==> config.mk <==
export PLATFORM = sky130hd
export DESIGN_NAME = adc_capture_readout
export DESIGN_NICKNAME = d
export VERILOG_FILES = /design/src/rtl/adc_rdout_pkg.sv /design/src/rtl/rdout_fifo.sv /design/src/rtl/adc_capture_readout.sv
export SDC_FILE = /design/constraint.sdc
export NUM_CORES = 1
export LEC_CHECK = 0
export BUFFER_PORTS_ARGS = -buffer_cell sky130_fd_sc_hd__buf_2
export CORE_UTILIZATION = 30
export DETAILED_ROUTE_END_ITERATION = 10
export RECOVER_POWER = 50
export SLEW_MARGIN = 20
export SYNTH_ARGS = -nofsm -noshare
export SYNTH_HDL_FRONTEND = slang
export SYNTH_SLANG_ARGS = --single-unit
==> constraint.sdc <==
create_clock -name adc_clkinp -period 4.6 [get_ports adc_clkinp]
set_input_delay 0.46 -clock adc_clkinp [delete_from_list [all_inputs] [get_ports adc_clkinp]]
set_output_delay 0.46 -clock adc_clkinp [all_outputs]
set_load 0.02 [all_outputs]
==> src/rtl/adc_rdout_pkg.sv <==
// Shared types and constants for the ADC capture readout path.
// The optional RDOUT_CHKSUM_EN build uses word_sample_sum() below.
package adc_rdout_pkg;

   localparam int unsigned WORD_W   = 128;
   localparam int unsigned ADDR_W   = 15;
   localparam int unsigned LANE_W   = 16;
   localparam int unsigned SAMPLE_W = 12;
   localparam int unsigned N_CH     = 8;

   localparam logic [1:0] StIdle  = 2'd0;
   localparam logic [1:0] StRead  = 2'd1;
   localparam logic [1:0] StDrain = 2'd2;
   localparam logic [1:0] StDone  = 2'd3;

   // Sum of the 12-bit samples in one captured word, modulo 2^16.
   function automatic logic [15:0] word_sample_sum(input logic [WORD_W-1:0] w);
      logic [15:0] s;
      s = '0;
      for (int k = 0; k < int'(N_CH); k++) begin
         s = s + 16'(w[k*LANE_W +: SAMPLE_W]);
      end
      return s;
   endfunction

endpackage

==> src/rtl/rdout_fifo.sv <==
// Synchronous output buffer for the readout stream: push/pop/count, async active-high reset.
module rdout_fifo #(
   parameter int unsigned DEPTH = 4,
   parameter int unsigned WIDTH = 128,
   localparam int unsigned CNT_W = $clog2(DEPTH + 1)
) (
   input  logic             clk,
   input  logic             rst,
   input  logic             push,
   input  logic [WIDTH-1:0] wdata,
   input  logic             pop,
   output logic [WIDTH-1:0] rdata,
   output logic [CNT_W-1:0] count,
   output logic             empty
);

   localparam int unsigned PTR_W = (DEPTH > 1) ? $clog2(DEPTH) : 1;

   logic [WIDTH-1:0] mem_q [DEPTH];
   logic [PTR_W-1:0] wr_ptr_q, rd_ptr_q;
   logic [CNT_W-1:0] count_q;
   logic             do_push, do_pop;

   function automatic logic [PTR_W-1:0] ptr_inc(input logic [PTR_W-1:0] p);
      return (p == PTR_W'(DEPTH - 1)) ? '0 : p + PTR_W'(1);
   endfunction

   always_comb begin
      do_push = push && (count_q != CNT_W'(DEPTH));
      do_pop  = pop && (count_q != '0);
      rdata   = mem_q[rd_ptr_q];
      count   = count_q;
      empty   = (count_q == '0);
   end

   always_ff @(posedge clk or posedge rst) begin
      if (rst) begin
         wr_ptr_q <= '0;
         rd_ptr_q <= '0;
         count_q  <= '0;
      end else begin
         if (do_push) wr_ptr_q <= ptr_inc(wr_ptr_q);
         if (do_pop)  rd_ptr_q <= ptr_inc(rd_ptr_q);
         count_q <= count_q + CNT_W'(do_push) - CNT_W'(do_pop);
      end
   end

   always_ff @(posedge clk) begin
      if (do_push) mem_q[wr_ptr_q] <= wdata;
   end

endmodule

==> src/rtl/adc_capture_readout.sv <==
// Reads a captured record back from capture RAM port B and streams it out over valid/ready.
// Optional record checksum when RDOUT_CHKSUM_EN is defined.
module adc_capture_readout
   import adc_rdout_pkg::*;
#(
   parameter int unsigned RD_LAT     = 2,
   parameter int unsigned FIFO_DEPTH = 4,
   parameter int unsigned MAX_WORDS  = 16384
) (
   input  logic              adc_clkinp,
   input  logic              iStateReset,
   input  logic [7:0]        iRcvInterrupt,
   input  logic [15:0]       iRecLength,
   output logic              oRdEn,
   output logic [ADDR_W-1:0] oRAddr,
   input  logic [WORD_W-1:0] iRData,
   output logic [WORD_W-1:0] oData,
   output logic              oValid,
   input  logic              iReady,
   output logic              oLast,
   output logic              oBusy,
   output logic              oDone,
   output logic [15:0]       oChecksum
);

   localparam int unsigned CNT_W = $clog2(FIFO_DEPTH + 1);
   localparam int unsigned INF_W = $clog2(RD_LAT + 1);

   logic [1:0]        state_q, state_d;
   logic              irq_q, start;
   logic [15:0]       len_q, len_d, start_len;
   logic [15:0]       rd_ptr_q, rd_ptr_d;
   logic [15:0]       out_cnt_q, out_cnt_d;
   logic [RD_LAT-1:0] rd_pipe_q;
   logic [INF_W-1:0]  inflight_q, inflight_d;
   logic              rd_en, fifo_push, accept;
   logic [WORD_W-1:0] fifo_rdata;
   logic [CNT_W-1:0]  fifo_count;
   logic              fifo_empty;

   rdout_fifo #(
      .DEPTH (FIFO_DEPTH),
      .WIDTH (WORD_W)
   ) u_fifo (
      .clk   (adc_clkinp),
      .rst   (iStateReset),
      .push  (fifo_push),
      .wdata (iRData),
      .pop   (accept),
      .rdata (fifo_rdata),
      .count (fifo_count),
      .empty (fifo_empty)
   );

   always_comb begin
      start     = (|iRcvInterrupt) && !irq_q;
      start_len = (32'(iRecLength) > MAX_WORDS) ? 16'(MAX_WORDS) : iRecLength;
      // Credit rule: every issued read already owns a FIFO slot, so the FIFO cannot overflow.
      rd_en     = (state_q == StRead) &&
                  ((32'(inflight_q) + 32'(fifo_count)) < FIFO_DEPTH);
      fifo_push = rd_pipe_q[RD_LAT-1];
      oValid    = !fifo_empty;
      accept    = oValid && iReady;
      oData     = oValid ? fifo_rdata : '0;
      oLast     = oValid && (out_cnt_q == len_q - 16'd1);
      oRdEn     = rd_en;
      oRAddr    = rd_en ? rd_ptr_q[ADDR_W-1:0] : '0;
      oBusy     = (state_q == StRead) || (state_q == StDrain);
      oDone     = (state_q == StDone);

      inflight_d = inflight_q + INF_W'(rd_en) - INF_W'(fifo_push);
      state_d    = state_q;
      len_d      = len_q;
      rd_ptr_d   = rd_ptr_q;
      out_cnt_d  = out_cnt_q + 16'(accept);

      case (state_q)
         StIdle: begin
            if (start) begin
               len_d     = start_len;
               rd_ptr_d  = '0;
               out_cnt_d = '0;
               state_d   = (start_len == '0) ? StDone : StRead;
            end
         end
         StRead: begin
            if (rd_en) begin
               rd_ptr_d = rd_ptr_q + 16'd1;
               if (rd_ptr_q == len_q - 16'd1) state_d = StDrain;
            end
         end
         StDrain: begin
            if (accept && oLast) state_d = StDone;
         end
         default: state_d = StIdle;
      endcase
   end

   always_ff @(posedge adc_clkinp or posedge iStateReset) begin
      if (iStateReset) begin
         state_q    <= StIdle;
         irq_q      <= 1'b0;
         len_q      <= '0;
         rd_ptr_q   <= '0;
         out_cnt_q  <= '0;
         rd_pipe_q  <= '0;
         inflight_q <= '0;
      end else begin
         state_q    <= state_d;
         irq_q      <= |iRcvInterrupt;
         len_q      <= len_d;
         rd_ptr_q   <= rd_ptr_d;
         out_cnt_q  <= out_cnt_d;
         inflight_q <= inflight_d;
         for (int i = int'(RD_LAT) - 1; i > 0; i--) rd_pipe_q[i] <= rd_pipe_q[i-1];
         rd_pipe_q[0] <= rd_en;
      end
   end

`ifdef RDOUT_CHKSUM_EN
   logic [15:0] chk_q;

   always_ff @(posedge adc_clkinp or posedge iStateReset) begin
      if (iStateReset) begin
         chk_q <= '0;
      end else if ((state_q == StIdle) && start) begin
         chk_q <= '0;
      end else if (accept) begin
         chk_q <= chk_q + word_sample_sum(fifo_rdata);
      end
   end

   assign oChecksum = chk_q;
`else
   assign oChecksum = '0;
`endif

endmodule

==> impl_metrics.toml, run 1 <==
[critical_path]
critPathMaxFanout = 40
required_ns = 4.85
ff2ff_path_depth = 5
cp_data_arrival_time_ns = 4.24
r2r_setup_slack_ns = 0.60
worstSetupEndpoint = "u_fifo.mem_q[0][47]$_DFFE_PP_"
crit_type = "reg -> reg"
startpoint_type = "flop"
worst_r2r_startpoint = "u_fifo.count[1]$_DFF_PP0_"
crit_path_end_kind = "flop"
worstSetupStartpoint = "u_fifo.count[1]$_DFF_PP0_"
timing.rr.end = "u_fifo.mem_q[0][47]$_DFFE_PP_"

[floorplan]
fp.dieH_um = 282.2
io_pins = 319
die-area_um2 = 79640
row_count = 102
placeableCoreArea_um2 = 77590
initial_utilization_pct = 30.36
die_w_um = 282.2

[placement]
dpl-instance-area_um2 = 26310
dp_cells = 2589
dp_hpwl_mm = 34.65
gp_congestion = 0.8465
pre_cts_ws_ns = 1.258
io_buffer_count = 302

[pwr]
power_leakage_nw = 9.766
finalPower_mw = 17.39
irDropWorstVdd_uv = 453.3
p_per_area_nw_per_um2 = 610.6

[yosys]
syn_area_per_cell_um2 = 18.24
netlist_area_um2 = 23550
synth_cell_types = 68
synth-seq-cells = 574
async_flop_share_pct = 10.80
synth_ff_type = "edfxtp_1"
synthCells = 1291
yosysSeqAreaShare_pct = 71.86
synthTopCellsByArea = "edfxtp_1 (65%), mux4_2 (12%), dfrtp_1 (6.6%)"
synth_edf_count = 512
synth_top_area_share_pct = 65.27
synth.largest_area_cell = "edfxtp_1"
ys.warnings.count = 0

[finish]
post-route-util_pct = 36.70
final_cells = 2730
fin_nets = 1813
drive_gt1_share_pct = 25.46
final_design_area_no_fill_um2 = 28480
area_growth_pct = 20.91

[run]
drv_cap = 3

[detailed_routing]
dr_total_vias = 12790
routed_wl_mm = 55.66
viasPerCell = 4.686
wl_per_cell_um = 20.39
first_pass_iters = 8
drtIter0Drc = 824
drc = 0
antenna_left = 0

[timing]
fin_crit_ns = 3.995
tns_ns = 0
setup_slack_ns = 0.6046
worst-slew-pin-transition_ns = 2.653
rsz0062_at_grt = "no"
fmax_ghz = 0.2503
slew_headroom_pct = -76.86
finClkSkew_ns = 0.07035
hold_viol = 0
period_share_pct = 86.86
final-setup-viol-count = 0
holdWs_ns = 0.09286
drv_slew = 109

[global_route]
grt-ovfl-total = 0
grt-busiest-layer = "met2"
grt_max_degree = 88
grtUsageTotal_pct = 13.85
antenna_found_initial = 11
grtUsageMet1_pct = 17.62
grt_use_met3_pct = 4.551
first_global_vias = 13250
grt_pass1_wl_mm = 82.04
grt_use_met2_pct = 22.50

[clock_network]
cts_sinks = 574
htree_levels = 3
worstSkewPairLatency_ns = 0.63
clockBufferDepth = 3
cts_root_buf = "clkbuf_16"
path_clk_slew_ns = 0.06
cts_buffers = 66
cts_tree = "done"

[outcome]
failed_checks = "capacitance limit, slew limit"
outcome = "complete, but fails checks"

[hold_path]
hp-class = "in -> reg"
## logic make-up after synthesis
family                     Yosys count  synth area share [%]
DFF                                574                 71.86
and+or+nand+nor                    312                 7.649
muxes                              132                 12.42
buffers and inverters              112                 2.204
AOI/OAI and AO/OA                   74                 2.136
xor gates and xnor gates            67                 2.672
adders and majority gates           19                 1.041
other                                1               0.01592
## worst max-delay path: stages (launching register included)
cell      delay (ns)
dfrtp_1         0.45
nor2_1          0.06
a21boi_0        0.18
clkbuf_1        0.31
and2_1          1.97
buf_4           0.60
## layout make-up
class | instances | area, um2
multi-input combinational | 620 | 6175
sequential | 574 | 16930
inverter | 28 | 105.1
antenna | 1 | 2.502
clock buffer | 82 | 1722
clock inverter | 36 | 402.9
timing repair buffer | 349 | 1838
tap | 1040 | 1301
fill | 7340 | 49110
## cells in the final DEF (no fill, tap or decap), drive strengths merged, types with 5 or more instances in the layout
cell type and instances:
conb 16, and3 18, inv 31, nand3 19
nor3 12, o21ai 22, xnor2 41, dlygate4sd3 22
dfrtp 62, buf 196, or4 5, nor4 15
ha 18, and2 138, mux4 128, nand2 27
nand4 9, edfxtp 512, a22o 9, clkinv 29
nor2 45, xor2 23, clkbuf 213, or3 12
a21oi 13
## sequential cells by signal, indices dropped and copies added, names as in the netlist
signal,count
u_fifo.mem_q,512
len_q,16
out_cnt_q,16
rd_ptr_q,16
u_fifo.count,3
inflight_q,2
rd_pipe_q,2
state_q,2
u_fifo.rd_ptr_q,2
u_fifo.wr_ptr_q,2
irq_q,1
## cells in the mapped netlist (18+ instances only)
cell and number:
o21ai_0 20, and3_1 18, nor2_1 45, nand3_1 19
ha_1 18, buf_1 18, buf_4 20, and2_1 137
mux4_2 128, dfrtp_1 62, xnor2_1 41, nand2_1 27
xor2_1 23, inv_1 28, edfxtp_1 512, clkbuf_1 37
## repair_timing
item	in CTS	in global routing
hold buffers	22	0
setup buffers	0	0
endpoints found under the hold margin	77	0
resized for setup	0	0
## worst min-delay path by stage
stage	start	to	slack (ns)	cells past startpoint
2_1_floorplan	rd_pipe_q[0]$_DFF_PP0_	rd_pipe_q[1]$_DFF_PP0_	0.33	0
3_3_place_gp	rd_pipe_q[0]$_DFF_PP0_	rd_pipe_q[1]$_DFF_PP0_	0.34	0
3_5_place_dp	rd_pipe_q[0]$_DFF_PP0_	rd_pipe_q[1]$_DFF_PP0_	0.36	0
4_1_cts	iRData[66]	u_fifo.mem_q[2][66]$_DFFE_PP_	0.0003	1
5_1_grt	iRData[52]	u_fifo.mem_q[2][52]$_DFFE_PP_	0.06	1
6_report	iRData[67]	u_fifo.mem_q[3][67]$_DFFE_PP_	0.09	1
## metal layers
layer | part of all wire [%] | wire [um] | up-vias
met5 | 0.21 | 116 | -
met4 | 2.1 | 1196 | 18
met2 | 48 | 26630 | 422
met3 | 7.9 | 4407 | 96
li1 | - | - | 5708
met1 | 42 | 23310 | 6548
## power breakdown
group | switching, mW | leakage, nW | total (mW) | internal (mW)
logic | 3.42 | 3.34 | 5.82 | 2.40
registers | 0.286 | 5.41 | 6.53 | 6.25
clock network | 2.15 | 1.02 | 5.04 | 2.88
total | 5.86 | 9.77 | 17.4 | 11.5
(Power assumes the default switching activity.)
==> run 2: changes to the inputs <==
==> constraint.sdc (replaced) <==
create_clock -name adc_clkinp -period 4 [get_ports adc_clkinp]
set_input_delay 0.4 -clock adc_clkinp [delete_from_list [all_inputs] [get_ports adc_clkinp]]
set_output_delay 0.4 -clock adc_clkinp [all_outputs]
set_load 0.02 [all_outputs]
==> impl_metrics.toml, run 2 (synthesized netlist as in run 1, its figures left out) <==
[finish]
mostFrequentLayoutCells = "edfxtp_1 (512), buf_2 (172), clkbuf_1 (141)"
largest_register = "u_fifo.mem_q"
largest_reg_flops = 512
nFillCells = 7264
layout_commonest_cell = "edfxtp_1"
fin_nets = 1931
area_growth_pct = 27.03
drive_gt1_share_pct = 24.89

[critical_path]
timing.rr.end = "rd_ptr_q[10]$_DFFE_PP0P_"
r2r_setup_slack_ns = 0.67
worst_r2r_startpoint = "u_fifo.count[1]$_DFF_PP0_"
ff2ff_path_depth = 9
crit_type = "reg -> out"
cp_data_arrival_time_ns = 3.34
path_common_cell = "inv_1"
critPathSlowestCell = "or4_1"
worstSetupEndpoint = "oLast"
critPathMaxFanout = 7
cp_cell_sequence = "inv_1, ha_1, or3b_4, or4_1, xnor2_2, nand2_1, nor4_1, nand3_1, inv_1, buf_2"
crit_path_end_kind = "output port"
startpoint_type = "flop"
required_ns = 3.60
cp_slowest_stage_delay_ns = 0.51
worstSetupStartpoint = "len_q[0]$_DFFE_PP0P_"

[timing]
worst-slew-pin-transition_ns = 1.553
slew_headroom_pct = -3.559
finClkSkew_ns = 0.06442
fin_crit_ns = 3.745
fmax_ghz = 0.2670
period_share_pct = 93.62
final-setup-viol-count = 0
hold_viol = 0
tns_ns = 0
drv_slew = 83
rsz0062_at_grt = "no"
holdWs_ns = 0.04626

[pwr]
p_per_area_nw_per_um2 = 691.7
p_int_mw = 13.83
swShare_pct = 33.17
comb_power_share_pct = 32.6
power_leakage_nw = 10.38
irDropWorstVdd_uv = 403.5
clkPwrFrac_pct = 30.5
p_switching_mw = 6.866
power_frac_seq_pct = 36.9

[floorplan]
die_w_um = 282.2
initial_utilization_pct = 30.36
fp.dieH_um = 282.2
io_pins = 319
placeableCoreArea_um2 = 77590
die-area_um2 = 79640
row_count = 102

[detailed_routing]
first_pass_iters = 6
wl_per_cell_um = 20.08
antenna_left = 0
drc = 0
routed_wl_mm = 57.24
drtIter0Drc = 880
dr_total_vias = 13250
viasPerCell = 4.650

[clock_network]
path_clk_slew_ns = 0.06
cts_sinks = 574
clockBufferDepth = 3
cts_root_buf = "clkbuf_16"
cts_tree = "done"
htree_levels = 3
cts_buffers = 66
worstSkewPairLatency_ns = 0.65

[placement]
dp_hpwl_mm = 35.95
gp_congestion = 0.8945
io_buffer_count = 302

[outcome]
outcome = "complete, but fails checks"
failed_checks = "capacitance limit, slew limit"

[run]
drv_cap = 2

[global_route]
first_global_vias = 14260
antenna_found_initial = 8
grt_max_degree = 77
grt-ovfl-total = 0
grt_pass1_wl_mm = 85.80
grtUsageTotal_pct = 14.39

[hold_path]
hp-class = "in -> reg"
==> run 2: cell types whose count changed in the layout (fill, tap and decap cells not counted), moves of 3 or more <==
| cell | change |
|---|---|
| dlygate4sd3_1 | +107 |
| buf_12 | +7 |
| bufinv_16 | +7 |
| clkbuf_1 | -5 |
| and2_2 | +4 |
| and2_1 | -3 |
==> run 2: cell type report <==
type                    instances  area [um2]  share of cell area (%)
diodes                          2       5.005                 0.01673
clock buffers                  73        1688                   5.641
clock inverters                46       646.9                   2.162
inverters                      28       105.1                  0.3513
multi-input cells             620        6173                   20.63
flip-flops and latches        574       16930                   56.60
well taps                    1040        1301                   4.349
repair buffers                467        3067                   10.25
==> run 2: timing repair <==
action,in CTS,in global routing
hold buffers,129,0
endpoints found under the hold margin,527,0
setup buffers,0,0
setup endpoints to repair,0,1
resized for setup,0,2
==> run 2: worst max-delay path, delay by kind of cell, from the launching register on <==
kind / cells / cell delay (ns)
AND/OR/NAND/NOR: 5 / 1.46
flip-flops: 1 / 0.46
buffers and inverters: 3 / 0.36
adder cells (fa/ha/maj): 1 / 0.24
XOR/XNOR: 1 / 0.22
==> run 2: worst min path at each step <==
stage	slack, ns	to	cells after the start	startpoint
2_1_floorplan	0.33	rd_pipe_q[1]$_DFF_PP0_	0	rd_pipe_q[0]$_DFF_PP0_
3_3_place_gp	0.38	rd_pipe_q[1]$_DFF_PP0_	0	rd_pipe_q[0]$_DFF_PP0_
3_5_place_dp	0.36	rd_pipe_q[1]$_DFF_PP0_	0	rd_pipe_q[0]$_DFF_PP0_
4_1_cts	0.002	u_fifo.mem_q[2][122]$_DFFE_PP_	1	iRData[122]
5_1_grt	0.01	len_q[9]$_DFFE_PP0P_	2	iRecLength[9]
6_report	0.05	len_q[9]$_DFFE_PP0P_	2	iRecLength[9]
==> run 2: stage by stage <==
stage	cell area [um2]	total power, mW	worst slack, ns	cells	util (%)
floorplan	23620	12.10	1.077	1306	-
global placement	26480	14.52	0.8699	2600	34.12
detailed placement	26480	14.58	0.8297	2600	34.12
CTS	30100	21.13	0.1452	2848	38.79
global route	29910	21.80	0.01696	2848	38.55
finish	29920	20.70	0.2553	2850	38.56
==> run 2: layer usage <==
layer / vias to the layer above / global-route usage [%] / share of wire, %
met5: - / 0 / 0.11
met4: 10 / 4.615 / 2.4
met3: 96 / 4.799 / 7.6
met2: 414 / 23.70 / 48
met1: 6795 / 17.79 / 41
li1: 5938 / - / -
==> run 2: power groups by stage <==
stage / clock network [mW] / logic (mW) / registers (mW)
final: 6.32 / 6.75 / 7.63
after detailed placement: 0 / 6.80 / 7.77
after CTS: 6.52 / 6.95 / 7.65
after global placement: 0 / 6.78 / 7.73
after floorplan: 0 / 4.63 / 7.48
after global routing: 6.77 / 7.32 / 7.71
